`src/rtl/uart_bridge_pkg.sv`:
```
// Shared definitions for the UART-to-bus bridge: FSM states and protocol byte codes.
package uart_bridge_pkg;

   // Bridge control states.
   typedef enum logic [2:0] {
      IDLE,
      ADDR,
      DATA,
      BUS,
      RESP
   } bridgeState_t;

   // Command opcodes and response codes.
   localparam logic [7:0] OP_READ  = 8'h52;
   localparam logic [7:0] OP_WRITE = 8'h57;
   localparam logic [7:0] ACK      = 8'h06;
   localparam logic [7:0] NAK      = 8'h15;

   // True for the two opcodes the bridge understands.
   function automatic logic isOpcode(input logic [7:0] b);
      return (b == OP_READ) || (b == OP_WRITE);
   endfunction

endpackage

```
`src/rtl/uart_bridge_resp.sv`:
```
// Response serializer: loads a 1-byte or 5-byte response and hands it out
// one byte per txValid/txReady handshake, most significant byte first.
module uart_bridge_resp
   import uart_bridge_pkg::*;
(
   input  logic        clk,
   input  logic        reset,
   input  logic        load,
   input  logic        loadLong,
   input  logic [7:0]  firstByte,
   input  logic [31:0] word,
   input  logic        txReady,
   output logic [7:0]  txData,
   output logic        txValid,
   output logic        done
);

   logic [39:0] shiftReg;
   logic [2:0]  remainingReg;
   logic        accept;

   assign txValid = (remainingReg != 3'd0);
   assign txData  = shiftReg[39:32];
   assign accept  = txValid && txReady;
   // Pulses in the cycle the final byte is taken by the transmitter.
   assign done    = accept && (remainingReg == 3'd1);

   // Load a fresh response or advance to the next byte on each accepted handshake.
   // Short responses pad with zeros so txData returns to 0 once drained.
   always_ff @(posedge clk) begin
      if (reset) begin
         shiftReg     <= 40'h0;
         remainingReg <= 3'd0;
      end else if (load) begin
         shiftReg     <= {firstByte, (loadLong ? word : 32'h0)};
         remainingReg <= loadLong ? 3'd5 : 3'd1;
      end else if (accept) begin
         shiftReg     <= {shiftReg[31:0], 8'h00};
         remainingReg <= remainingReg - 3'd1;
      end
   end

endmodule

```
`src/rtl/uart_bus_bridge.sv`:
```
// UART command bridge: parses read/write frames from a byte stream, performs a
// single 32-bit bus access and returns ACK/NAK (plus read data) as bytes.
module uart_bus_bridge #(
   parameter int TimeoutCycles     = 100000,
   parameter int RespTimeoutCycles = 4096
) (
   input  logic        clk,
   input  logic        reset,
   input  logic        rxValid,
   input  logic [7:0]  rxData,
   output logic [7:0]  txData,
   output logic        txValid,
   input  logic        txReady,
   output logic [31:0] addr,
   output logic [31:0] wdata,
   output logic        ren,
   output logic        wen,
   output logic [3:0]  strobe,
   input  logic [31:0] rdata,
   input  logic        request_stall,
   input  logic        error
);

   import uart_bridge_pkg::*;

   // Counters are sized to hold their limit, so the terminal count is always reachable.
   localparam int IdleW  = $clog2(TimeoutCycles + 1);
   localparam int StallW = $clog2(RespTimeoutCycles + 1);
   localparam logic [IdleW-1:0]  IdleLast  = IdleW'(TimeoutCycles - 1);
   localparam logic [StallW-1:0] StallLast = StallW'(RespTimeoutCycles - 1);

   bridgeState_t      stateReg;
   bridgeState_t      stateNext;
   logic              isWriteReg;
   logic [1:0]        byteCountReg;
   logic [IdleW-1:0]  idleCountReg;
   logic [StallW-1:0] stallCountReg;
   logic [31:0]       addrReg;
   logic [31:0]       wdataReg;
   logic              renReg;
   logic              wenReg;

   logic              busy;
   logic              idleExpired;
   logic              stallExpired;
   logic [31:0]       addrAssembled;
   logic              respLoad;
   logic              respLong;
   logic [7:0]        respFirst;
   logic              respDone;

   assign busy          = renReg | wenReg;
   assign idleExpired   = (idleCountReg == IdleLast);
   assign stallExpired  = (stallCountReg == StallLast);
   assign addrAssembled = {addrReg[23:0], rxData};

   assign addr   = addrReg;
   assign wdata  = wdataReg;
   assign ren    = renReg;
   assign wen    = wenReg;
   assign strobe = 4'hF;

   // State register.
   always_ff @(posedge clk) begin
      if (reset) begin
         stateReg <= IDLE;
      end else begin
         stateReg <= stateNext;
      end
   end

   // Next-state decode and response selection.
   always_comb begin
      stateNext = stateReg;
      respLoad  = 1'b0;
      respLong  = 1'b0;
      respFirst = NAK;
      case (stateReg)
         IDLE: begin
            if (rxValid) begin
               if (isOpcode(rxData)) begin
                  stateNext = ADDR;
               end else begin
                  stateNext = RESP;
                  respLoad  = 1'b1;
               end
            end
         end
         ADDR: begin
            if (rxValid) begin
               if (byteCountReg == 2'd3) begin
                  if (addrAssembled[1:0] != 2'b00) begin
                     stateNext = RESP;
                     respLoad  = 1'b1;
                  end else if (isWriteReg) begin
                     stateNext = DATA;
                  end else begin
                     stateNext = BUS;
                  end
               end
            end else if (idleExpired) begin
               stateNext = IDLE;
            end
         end
         DATA: begin
            if (rxValid) begin
               if (byteCountReg == 2'd3) begin
                  stateNext = BUS;
               end
            end else if (idleExpired) begin
               stateNext = IDLE;
            end
         end
         BUS: begin
            // The first BUS cycle only raises the request; completion is judged once it is visible.
            if (busy) begin
               if (!request_stall) begin
                  stateNext = RESP;
                  respLoad  = 1'b1;
                  if (!error) begin
                     respFirst = ACK;
                     respLong  = !isWriteReg;
                  end
               end else if (stallExpired) begin
                  stateNext = RESP;
                  respLoad  = 1'b1;
               end
            end
         end
         RESP: begin
            if (respDone) begin
               stateNext = IDLE;
            end
         end
         default: begin
            stateNext = IDLE;
         end
      endcase
   end

   // Frame capture, bus request and watchdog counters.
   always_ff @(posedge clk) begin
      if (reset) begin
         isWriteReg    <= 1'b0;
         byteCountReg  <= 2'd0;
         idleCountReg  <= '0;
         stallCountReg <= '0;
         addrReg       <= 32'h0;
         wdataReg      <= 32'h0;
         renReg        <= 1'b0;
         wenReg        <= 1'b0;
      end else begin
         // Request is held for as long as the FSM stays in BUS and drops the cycle after it leaves.
         renReg <= (stateReg == BUS) && (stateNext == BUS) && !isWriteReg;
         wenReg <= (stateReg == BUS) && (stateNext == BUS) && isWriteReg;

         if ((stateReg == ADDR || stateReg == DATA) && !rxValid) begin
            idleCountReg <= idleCountReg + 1'b1;
         end else begin
            idleCountReg <= '0;
         end

         if ((stateReg == BUS) && busy && request_stall) begin
            stallCountReg <= stallCountReg + 1'b1;
         end else begin
            stallCountReg <= '0;
         end

         if (stateReg == IDLE) begin
            byteCountReg <= 2'd0;
            if (rxValid) begin
               isWriteReg <= (rxData == OP_WRITE);
            end
         end

         // The 2-bit byte counter wraps from 3 to 0, which restarts it for the data phase.
         if ((stateReg == ADDR || stateReg == DATA) && rxValid) begin
            byteCountReg <= byteCountReg + 2'd1;
         end

         if ((stateReg == ADDR) && rxValid) begin
            addrReg <= addrAssembled;
         end

         if ((stateReg == DATA) && rxValid) begin
            wdataReg <= {wdataReg[23:0], rxData};
         end
      end
   end

   uart_bridge_resp respUnit (
      .clk       (clk),
      .reset     (reset),
      .load      (respLoad),
      .loadLong  (respLong),
      .firstByte (respFirst),
      .word      (rdata),
      .txReady   (txReady),
      .txData    (txData),
      .txValid   (txValid),
      .done      (respDone)
   );

endmodule

```
`config.mk`:
```
export PLATFORM = sky130hd
export DESIGN_NAME = uart_bus_bridge
export DESIGN_NICKNAME = d
export VERILOG_FILES = /design/src/rtl/uart_bridge_pkg.sv /design/src/rtl/uart_bridge_resp.sv /design/src/rtl/uart_bus_bridge.sv
export SDC_FILE = /design/constraint.sdc
export NUM_CORES = 1
export LEC_CHECK = 0
export ABC_AREA = 1
export BUFFER_PORTS_ARGS = -buffer_cell sky130_fd_sc_hd__buf_2
export CAP_MARGIN = 15
export CORE_MARGIN = 8
export CORE_UTILIZATION = 35
export DETAILED_ROUTE_END_ITERATION = 16
export GPL_TIMING_DRIVEN = 0
export SYNTH_ARGS = -nofsm -noshare
export SYNTH_HDL_FRONTEND = slang
export SYNTH_SLANG_ARGS = --single-unit
```
`constraint.sdc`:
```
create_clock -name clk -period 4.01 [get_ports clk]
set_input_delay 0.2005 -clock clk [delete_from_list [all_inputs] [get_ports clk]]
set_output_delay 0.2005 -clock clk [all_outputs]
set_load 0.02 [all_outputs]
```
==> out/metrics.yaml <==
status: "finished clean"
dp_hpwl_um: 11900
reg2reg_from: "respUnit.remainingReg[0]"
fin_ws_ps: 2004
crit_fanout: 10
multi_input_area_mm2: 0.002557
htree_levels: 4
overflow: 0
port_buffers: 119
whs_endpoint: "respUnit.shiftReg[0]"
avgSynthCellArea_um2: 7.204
syn_area_mm2: 0.006073
skew_ps: 9.538
leakagePower_uw: 0.003546
rr_endpoint: "respUnit.shiftReg[29]"
cts_root_buf: "clkbuf_16"
clock-sinks: 145
post-place-ws_ps: 2023
r2r_cells: 9
antenna_found_initial: 3
die_area_mm2: 0.02182
max_freq_mhz: 498.6
clock_latency_ps: 420
place_congestion: 0.8111
path_cells: "inv_1, ha_1, nand2_1, nand2_1, inv_1, clkbuf_1, a21oi_1, nor2_1, nor2_1"
tightest_slew_ps: 533.1
hold_class: "in -> reg"
antenna_left: 0
fin_crit_sh_pct: 50.02
cts_setup_buffers: 0
path_buf_inv: 3
cts_tree: "built"
timing.hold.ws_ps: 38.35
crit_path_top_delay_cell: "clkbuf_1"
yosysWarnings: 0
placed_area_mm2: 0.006962
min_delay_path_depth: 3
core_mm2: 0.01712
ys.flop_type: "dfxtp_1"
synth-async-reset-ratio_pct: 0
ff_latch_area_mm2: 0.002903
synth-seq-area-share_pct: 47.80
cts_resized: 0
die_h_um: 147.7
grt_pass1_wl_um: 26660
holdBufCountCts: 0
drive_gt1_share_pct: 18.96
final_common_cell: "nor2_1"
first_pass_iters: 5
die_x_um: 147.7
syn_inst: 843
critPathTopFamily: "buffers and inverters"
rrSetupSlack_ps: 2000
cp-end-kind: "flop"
grt_max_degree: 17
final.setup.tns_ps: 0
grt_pass1_vias: 5529
start_kind: "flop"
fillers: 1792
routed_wl_um: 16190
cts_buffers: 17
ios: 125
power.density_mw_per_mm2: 465.4
clock_path_buffers: 2
setup-violations-final: 0
period_minus_slack_ps: 2006
start_util_pct: 35.48
slowest_delay_ps: 370
slew_violations: 0
synth.distinct_cells: 37
path_clk_slew_ps: 60
hold_start: "rdata[0]"
routed_via_density: 4.566
cp.arrival_ps: 2310
design_area_mm2: 0.007630
final_cell_mix: "216 x nor2_1, 145 x dfxtp_1, 124 x buf_2, 113 x o21ai_0, 100 x nand2_1"
ir_drop_uv: 301.1
rows: 48
rsz0062_at_grt: "no"
drcViolationCount: 0
final_core_util_pct: 44.58
vias: 5584
post_drt_wl_per_cell_um: 13.24
syn_to_final_growth_pct: 25.63
drv_cap: 0
slew_headroom_pct: 64.46
grt.total_usage_pct: 15.02
path_class: "reg -> reg"
required_ps: 4320
report.final.hold_viol_count: 0
first_iter_violations: 237
synth_edf_count: 0
synth-seq-cells: 145
fin_nets: 1036
-- stage by stage --
step | instances | power (uW)
6_report | 1223 | 3551
5_1_grt | 1223 | 3687
4_1_cts | 1222 | 3585
3_5_place_dp | 1190 | 1784
3_3_place_gp | 1190 | 1784
2_1_floorplan | 846 | 1701
-- flip-flops by register name, indices dropped and copies added, names as in the netlist --
register and cells:
wdata 32, byteCountReg 2, idleCountReg 17, isWriteReg 1
respUnit.remainingReg 3, ren 1, addr 32, respUnit.shiftReg 40
stallCountReg 13, wen 1, stateReg 3
-- power breakdown --
part / internal (uW) / switching (uW)
logic: 98.6 / 157
clock network: 1170 / 632
registers: 1480 / 19.7
-- routing by layer --
layer  track usage, %  vias up  share of wire [%]
met2            22.78      135                 42
met5                0        -               0.11
met4            5.099        4                1.2
li1                 -     2946                  -
met1            18.96     2479                 49
met3            6.084       20                8.0
-- final cells by class --
| type | instances | area share [%] |
|---|---|---|
| clock buffer | 18 | 5.625 |
| multi-input combinational | 566 | 33.52 |
| inverter | 87 | 4.346 |
| sequential | 145 | 38.05 |
| timing repair buffer | 119 | 7.806 |
| clock inverter | 14 | 3.099 |
| tap | 225 | 3.690 |
| buffer | 48 | 3.837 |
| antenna | 1 | 0.03280 |
-- worst max path at each step --
stage	start	slack, ps	depth (start not counted)	endpoint
finish	respUnit.remainingReg[0]	2000	9	respUnit.shiftReg[29]
global route	respUnit.remainingReg[0]	1760	9	respUnit.shiftReg[29]
CTS	respUnit.remainingReg[0]	2010	9	respUnit.shiftReg[29]
detailed placement	respUnit.remainingReg[0]	2020	9	respUnit.shiftReg[29]
global placement	respUnit.remainingReg[0]	2020	9	respUnit.shiftReg[26]
floorplan	respUnit.remainingReg[0]	2260	9	respUnit.shiftReg[26]
-- cell usage after synthesis (3+ instances only) --
library cell  instances  share of area, %
nor2_1              216                13
dfxtp_1             145                48
o21ai_0             113               9.3
nand2_1             100               6.2
inv_1                84               5.2
a21oi_1              55               4.5
clkbuf_1             21               1.3
nand3_1              19               1.6
buf_4                13               1.6
o21ai_1              10              0.82
nand4_1               8              0.82
nor3_1                7              0.58
buf_6                 6               1.1
ha_1                  6               1.2
buf_2                 5              0.41
nand2_2               5              0.52
nor3b_1               3              0.37
-- cell families (layout without fill, tap and decap cells) --
family          Yosys count  count (layout)  synth area share [%]
other cells               1               5               0.06175
xor+xnor                  4               4                0.5769
compound gates          185             185                 15.53
simple gates            367             367                 24.52
buf+inv                 135             286                 10.28
fa+ha+maj                 6               6                 1.236
flops                   145             145                 47.80
-- worst register-to-register path, cell delays in order, from the launching register on --
cell and delay [ps]:
dfxtp_1 360, inv_1 90, ha_1 190, nand2_1 100, nand2_1 240, inv_1 270, clkbuf_1 370, a21oi_1 130
nor2_1 100, nor2_1 50
No activity file was read; power rests on OpenSTA's default activity.
